### src/rtl/uart_rx.sv
// uart_rx: 8N1 UART receiver clocked at OVERSAMPLE x baud.
// Synchronises the RX line, finds the start bit, samples each bit once at its centre and
// presents the byte through a valid/read handshake. Framing errors and overruns are
// reported as one-cycle pulses.
// Optional feature macro: UART_RX_PARITY_EN adds an even-parity bit after bit 7 and an
// o_parity_err pulse output; a byte with bad parity is discarded.
module uart_rx #(
    parameter int unsigned OVERSAMPLE  = 16,
    parameter int unsigned SYNC_STAGES = 2
) (
    input  logic       i_uart_clk,
    input  logic       i_reset,
    input  logic       i_uart_rx,
    input  logic       i_read,
    output logic [7:0] o_data,
    output logic       o_valid,
    output logic       o_busy,
    output logic       o_frame_err,
`ifdef UART_RX_PARITY_EN
    output logic       o_parity_err,
`endif
    output logic       o_overrun
);

    localparam int unsigned TickW = $clog2(OVERSAMPLE);
    localparam logic [TickW-1:0] HalfLast = TickW'(OVERSAMPLE / 2 - 1);
    localparam logic [TickW-1:0] FullLast = TickW'(OVERSAMPLE - 1);

    // StParity is only reachable when the parity feature is compiled in.
    typedef enum logic [2:0] {
        StIdle,
        StStart,
        StData,
        StParity,
        StStop,
        StWaitHigh
    } state_e;

    logic [SYNC_STAGES-1:0] sync_q;
    logic                   rx_s;

    state_e           state_q, state_d;
    logic [TickW-1:0] tick_q, tick_d;
    logic [2:0]       bit_q, bit_d;
    logic [7:0]       shift_q, shift_d;
    logic [7:0]       data_q, data_d;
    logic             valid_q, valid_d;
    logic             ferr_q, ferr_d;
    logic             ovr_q, ovr_d;
`ifdef UART_RX_PARITY_EN
    logic             par_bad_q, par_bad_d;
    logic             perr_q, perr_d;
`endif

    // Input synchroniser; idles high so reset never looks like a start bit.
    always_ff @(posedge i_uart_clk) begin
        if (i_reset) begin
            sync_q <= '1;
        end else begin
            sync_q <= {sync_q[SYNC_STAGES-2:0], i_uart_rx};
        end
    end

    assign rx_s = sync_q[SYNC_STAGES-1];

    // State, counters, shift register and output registers.
    always_ff @(posedge i_uart_clk) begin
        if (i_reset) begin
            state_q   <= StIdle;
            tick_q    <= '0;
            bit_q     <= '0;
            shift_q   <= '0;
            data_q    <= '0;
            valid_q   <= 1'b0;
            ferr_q    <= 1'b0;
            ovr_q     <= 1'b0;
`ifdef UART_RX_PARITY_EN
            par_bad_q <= 1'b0;
            perr_q    <= 1'b0;
`endif
        end else begin
            state_q   <= state_d;
            tick_q    <= tick_d;
            bit_q     <= bit_d;
            shift_q   <= shift_d;
            data_q    <= data_d;
            valid_q   <= valid_d;
            ferr_q    <= ferr_d;
            ovr_q     <= ovr_d;
`ifdef UART_RX_PARITY_EN
            par_bad_q <= par_bad_d;
            perr_q    <= perr_d;
`endif
        end
    end

    // Next-state logic: frame sequencing, bit-centre sampling and handshake.
    always_comb begin
        state_d   = state_q;
        tick_d    = tick_q;
        bit_d     = bit_q;
        shift_d   = shift_q;
        data_d    = data_q;
        valid_d   = valid_q;
        ferr_d    = 1'b0;
        ovr_d     = 1'b0;
`ifdef UART_RX_PARITY_EN
        par_bad_d = par_bad_q;
        perr_d    = 1'b0;
`endif

        // Consumer acknowledge; a byte completing this cycle overrides it below.
        if (i_read && valid_q) begin
            valid_d = 1'b0;
        end

        case (state_q)
            StIdle: begin
                tick_d = '0;
                if (!rx_s) begin
                    state_d = StStart;
`ifdef UART_RX_PARITY_EN
                    par_bad_d = 1'b0;
`endif
                end
            end

            StStart: begin
                if (tick_q == HalfLast) begin
                    tick_d  = '0;
                    bit_d   = '0;
                    // Line back high at the start-bit centre means a glitch.
                    state_d = rx_s ? StIdle : StData;
                end else begin
                    tick_d = tick_q + 1'b1;
                end
            end

            StData: begin
                if (tick_q == FullLast) begin
                    tick_d  = '0;
                    shift_d = {rx_s, shift_q[7:1]};
                    bit_d   = bit_q + 3'd1;
                    if (bit_q == 3'd7) begin
`ifdef UART_RX_PARITY_EN
                        state_d = StParity;
`else
                        state_d = StStop;
`endif
                    end
                end else begin
                    tick_d = tick_q + 1'b1;
                end
            end

`ifdef UART_RX_PARITY_EN
            StParity: begin
                if (tick_q == FullLast) begin
                    tick_d    = '0;
                    par_bad_d = ^{shift_q, rx_s};
                    perr_d    = ^{shift_q, rx_s};
                    state_d   = StStop;
                end else begin
                    tick_d = tick_q + 1'b1;
                end
            end
`endif

            StStop: begin
                if (tick_q == FullLast) begin
                    tick_d = '0;
                    if (rx_s) begin
                        state_d = StIdle;
`ifdef UART_RX_PARITY_EN
                        if (!par_bad_q) begin
`else
                        begin
`endif
                            data_d  = shift_q;
                            valid_d = 1'b1;
                            // A same-cycle read consumes the old byte, so no overrun.
                            if (valid_q && !i_read) begin
                                ovr_d = 1'b1;
                            end
                        end
                    end else begin
                        ferr_d  = 1'b1;
                        state_d = StWaitHigh;
                    end
                end else begin
                    tick_d = tick_q + 1'b1;
                end
            end

            StWaitHigh: begin
                tick_d = '0;
                if (rx_s) begin
                    state_d = StIdle;
                end
            end

            default: begin
                state_d = StIdle;
                tick_d  = '0;
            end
        endcase
    end

    assign o_data      = data_q;
    assign o_valid     = valid_q;
    assign o_busy      = (state_q != StIdle);
    assign o_frame_err = ferr_q;
    assign o_overrun   = ovr_q;
`ifdef UART_RX_PARITY_EN
    assign o_parity_err = perr_q;
`endif

endmodule

### config.mk
export PLATFORM = sky130hd
export DESIGN_NAME = uart_rx
export DESIGN_NICKNAME = d
export VERILOG_FILES = /design/src/rtl/uart_rx.sv
export SDC_FILE = /design/constraint.sdc
export NUM_CORES = 1
export LEC_CHECK = 0
export ABC_AREA = 1
export CORE_MARGIN = 4
export CORE_UTILIZATION = 39
export DETAILED_ROUTE_END_ITERATION = 8
export GPL_TIMING_DRIVEN = 0
export HOLD_SLACK_MARGIN = 0.08
export PLACE_DENSITY = 0.7
export SLEW_MARGIN = 20
export SYNTH_ARGS = -nofsm -noshare
export SYNTH_HDL_FRONTEND = slang
export SYNTH_SLANG_ARGS = --single-unit
### constraint.sdc
create_clock -name i_uart_clk -period 3.8 [get_ports i_uart_clk]
set_clock_uncertainty 0.15 [all_clocks]
set_input_delay 0.38 -clock i_uart_clk [delete_from_list [all_inputs] [get_ports i_uart_clk]]
set_output_delay 0.38 -clock i_uart_clk [all_outputs]
set_load 0.005 [all_outputs]
After elaboration in Yosys (flattened, before gate mapping)
Index checks and enable logic that the tools add are counted.
{ "word_totals": {"word_cells": 61, "in_bits": 4, "out_inout_bits": 12, "register_bits": 31} }
{ "op_classes": {"reduce_logical": 13, "add_sub_neg": 2, "n_eq_ne": 13, "mux": 21, "n_bitwise": 3} }
{ "op_table": {"columns": ["operator", "n"], "rows": [
  ["$mux W3", 9],
  ["$pmux W3 S5", 1],
  ["$ne A2 B2 Y1 const B", 6],
  ["$eq A3 B3 Y1 const B", 3],
  ["$mux W4", 2],
  ["$pmux W4 S2", 1],
  ["$mux W1", 6],
  ["$pmux W3 S2", 1],
  ["$reduce_and A3 Y1", 2],
  ["$reduce_and A6 Y1", 1],
  ["$add A4 B1 Y4 const B", 1],
  ["$eq A4 B3 Y1 const B", 1],
  ["$eq A4 B4 Y1 const B", 1],
  ["$reduce_or A4 Y1", 1],
  ["$add A3 B1 Y3 const B", 1],
  ["$eq A3 B1 Y1 const B", 1],
  ["$eq A3 B2 Y1 const B", 1],
  ["$logic_not A3 Y1", 1],
  ["$not A1 Y1", 3],
  ["$reduce_bool A3 Y1", 1],
  ["$reduce_or A3 Y1", 1],
  ["$logic_and A1 B1 Y1", 2],
  ["$mux W2", 1],
  ["$reduce_and A2 Y1", 1],
  ["other kinds (3)", 3]
]} }

Depth between registers and ports, before layout
{ "depth": {"depth_word": 5, "ltp_mapped": 10, "depth_no_buf": 10} }

Worst setup path after synthesis
No wires, ideal clock.
{ "synth_timing": {"path_kind": "reg2reg", "from": "register tick_q[0]", "to": "register data_q[2] (netlist: o_data[2])", "synth_period_minus_slack_ns": 1.521, "arrival_time_ns": 1.255, "slack_ns": 2.279, "path_buffers": 0, "setup_time_ns": 0.116, "required_time_ns": 3.534, "stages_incl_launch_ff": 7, "path_cell_list": "dfxtp_1 -> ha_1 -> nand3_2 -> nor3_4 -> inv_4 -> nor2_1 -> nor2_1"} }
{ "synth_between": {"elab_chain_cells": 2} }
{ "synth_lines": {"columns": ["item", "line", "rtl"], "rows": [
  ["from (decl)", "43", "logic [TickW-1:0] tick_q, tick_d;"],
  ["from (signal assigned)", "83", "tick_q <= tick_d;"],
  ["$eq A4 B4 Y1", "170", "if (tick_q == FullLast) begin"],
  ["$reduce_and A3 Y1 (no line)", null, null],
  ["to (signal assigned)", "86", "data_q <= data_d;"],
  ["to (decl)", "46", "logic [7:0] data_q, data_d;"]
]} }
No other way between the ends.
A chain may end at the register's enable or synchronous reset.

Worst setup path in the final report
{ "layout_timing": {"from": "register state_q[2]", "to": "output o_busy"} }
{ "layout_between": {"elab_chain_cells": 1} }
{ "layout_lines": {"columns": ["item", "line", "rtl"], "rows": [
  ["from (decl)", "42", "state_e state_q, state_d;"],
  ["from (signal assigned)", "69", "state_q <= StIdle;"],
  ["from (signal assigned)", "82", "state_q <= state_d;"],
  ["$reduce_bool A3 Y1", "211", "assign o_busy = (state_q != StIdle);"],
  ["to (decl)", "17", "output logic o_busy,"]
]} }
No other way between the ends.

==> impl_metrics.tcl <==
set metrics [dict create \
    pwr-share-comb_pct 24.3 \
    drc_errors 0 \
    path_clk_slew_ns 0.10 \
    diodes 0 \
    wl_per_cell_um 9.93 \
    final_area_mm2 0.00155 \
    required_ns 3.27 \
    drive_gt1_share_pct 12.3 \
    setup_viol 0 \
    drt-total-wl_um 2370 \
    path_depth 3 \
    synth-seq-cells 31 \
    maxCapViolCount 0 \
    die_x_um 65.6 \
    max_slew_margin_pct 69.5 \
    dieArea_mm2 0.00430 \
    hold_viol_final 0 \
    p_seq_share_pct 50.1 \
    period_share_pct 53.0 \
    whs_path_depth 1 \
    postCtsHoldBufs 0 \
    place_congestion 0.840 \
    floorplan.initialDensity_pct 41.7 \
    area_delta_synth_final_pct 20.0 \
    h-tree-depth 2 \
    vias 1068 \
    clk_latency_ns 0.34 \
    ys_warn_count 0 \
    path_buf_inv 2 \
    rr_worst_depth 6 \
    grt_pass1_wl_um 4060 \
    grt_overflow 0 \
    status "complete, no violations" \
    syn_avg_cell_area_um2 7.52 \
    cts_root_buf "clkbuf_4" \
    fin_tns_setup_ns 0 \
    startpoint_type "flip-flop" \
    switchingPower_w 0.000245 \
    cts_resized 0 \
    yosysTopAreaCellShare_pct 48.0 \
    cts_tree "built" \
    path_class "reg -> out" \
    synth_top_area_cell "dfxtp_1" \
    arrival_ns 1.49 \
    std_cell_rows 20 \
    cp_slowest_stage_delay_ns 0.49 \
    vias_per_cell 4.47 \
    cts_buffers 5 \
    internal_power_w 0.000491 \
    p_sw_share_pct 33.3 \
    cts_max_path_buffers 2 \
    final_nets 201 \
    mostFrequentLayoutCell "nor2_1" \
    p_leak_nw 0.720 \
    ys_seq_area_share_pct 48.0 \
    final_cell_mix "nor2_1, dfxtp_1, nand2_1, inv_1" \
    cts_num_sinks 31 \
    placed_cell_area_mm2 0.00150 \
    antenna_found_initial 0 \
    drt_iter0_markers 59 \
    grt_setup_unrepaired "no" \
    place_hpwl_um 1660 \
    setup_ws_ns 1.78 \
    grt_pass1_vias 968 \
    fillers 316 \
    synth.area.top_cells "dfxtp_1, nor2_1, nand2_1, o21ai_0, inv_1" \
    power.density_mw_per_mm2 474 \
    cp_top_family "buffers and inverters" \
    die_y_um 65.6 \
    worst_pin_slew_ns 0.455 \
    firstDrtPassIters 4 \
    synthCells 172 \
    syn_nets 179 \
    grt_max_degree 11 \
    fmax_mhz 496 \
    portBuffers 15 \
    hold_path.class "reg -> reg" \
    coreArea_mm2 0.00310 \
    drv_slew 0 \
    gr-usage-all-layers_pct 12.4 \
    p_clk_share_pct 25.6 \
    ant_nets 0 \
    fin_crit_ns 2.02 \
    num_io_pins 16 \
    cts_setup_buffers 0 \
    endpoint_kind "primary output" \
    critPathMaxFanout 7 \
    syn-cell-area_mm2 0.00129 \
    worst_path_max_delay_cell "clkdlybuf4s50_1" \
    synthDistinctLibCells 26 \
    pre_cts_ws_ns 1.86 \
    path_cells "inv_1, nand2_1, clkdlybuf4s50_1" \
    vdd_drop_max_mv 0.211 \
]
[metrics by stage]
| stage | total power, W | utilization, % | instances | hold WS, ns |
|---|---|---|---|---|
| floorplan | 0.000512 | - | 172 | 0.239 |
| finish | 0.000736 | 50.0 | 239 | 0.265 |
| detailed placement | 0.000556 | 48.3 | 231 | 0.247 |
| CTS | 0.000747 | 50.0 | 239 | 0.278 |
| global route | 0.000791 | 50.0 | 239 | 0.285 |
| global placement | 0.000554 | 48.3 | 231 | 0.241 |
[cell families (layout without fill, tap and decap cells)]
logic type      count (synthesis)  count (layout)  share of synthesized area (%)
buf+inv                        22              45                           6.58
fa+ha+maj                       3               3                           2.90
simple gates                   90              90                           31.4
compound gates                 25              25                           10.4
xor+xnor                        1               1                          0.677
flops                          31              31                           48.0
[per-layer routing]
metal	GRT usage, %	wire length, um	vias to the layer above
met3	4.10	96	7
met2	17.8	977	19
met1	15.9	1240	460
met5	0	0	-
li1	-	-	582
met4	7.77	61	0
[cells in the mapped netlist]
master	n
nand2_1	23
a21oi_2	1
nor3_4	1
nand4_1	1
nor3_2	1
o211ai_1	1
or2_2	2
clkbuf_1	2
inv_1	17
nor3_1	1
a21oi_1	3
nand2_2	2
xor2_1	1
inv_2	2
dfxtp_1	31
o21ai_2	1
nor2_2	3
inv_4	1
nand3_2	1
nand3_1	6
ha_1	3
o21ai_0	15
nor2_1	47
o21ai_1	4
nand2_4	1
nor2_4	1
[sequential cells by signal, indices dropped and copies added, names as in the netlist]
register / count
o_data: 8
shift_q: 8
tick_q: 4
bit_q: 3
state_q: 3
sync_q: 2
o_frame_err: 1
o_overrun: 1
o_valid: 1
[power by group through the flow]
stage | clock [W] | combinational [W] | sequential [W]
floorplan | 0 | 0.000140 | 0.000372
global placement | 0 | 0.000176 | 0.000378
detailed placement | 0 | 0.000179 | 0.000377
CTS | 0.000198 | 0.000180 | 0.000370
global route | 0.000209 | 0.000209 | 0.000373
finish | 0.000188 | 0.000179 | 0.000369
[worst register-to-register path, stage by stage, from the launching register on]
cell and delay (ns):
dfxtp_1 0.36, ha_1 0.21, nand3_2 0.18, nor3_4 0.45
inv_4 0.12, nor2_1 0.11, nor2_1 0.05
[worst paths after layout]
kind,slack (ns),end,startpoint
max,1.78,o_busy,state_q[2]
min,0.26,sync_q[1],sync_q[0]
max reg2reg,2.06,o_data[3],tick_q[0]
min reg2reg,0.26,sync_q[1],sync_q[0]
[final cells by class]
cell class              count  area [um2]  area share, %
inverters                  20        77.6           5.00
clock inverters             2        12.5          0.806
plain buffers               2        7.51          0.483
clock buffers               6        41.3           2.66
multi-input cells         119         588           37.9
well taps                  44        55.1           3.55
flip-flops and latches     31         621           40.0
repair buffers             15         150           9.67
Power figures use the tool's default switching activity.
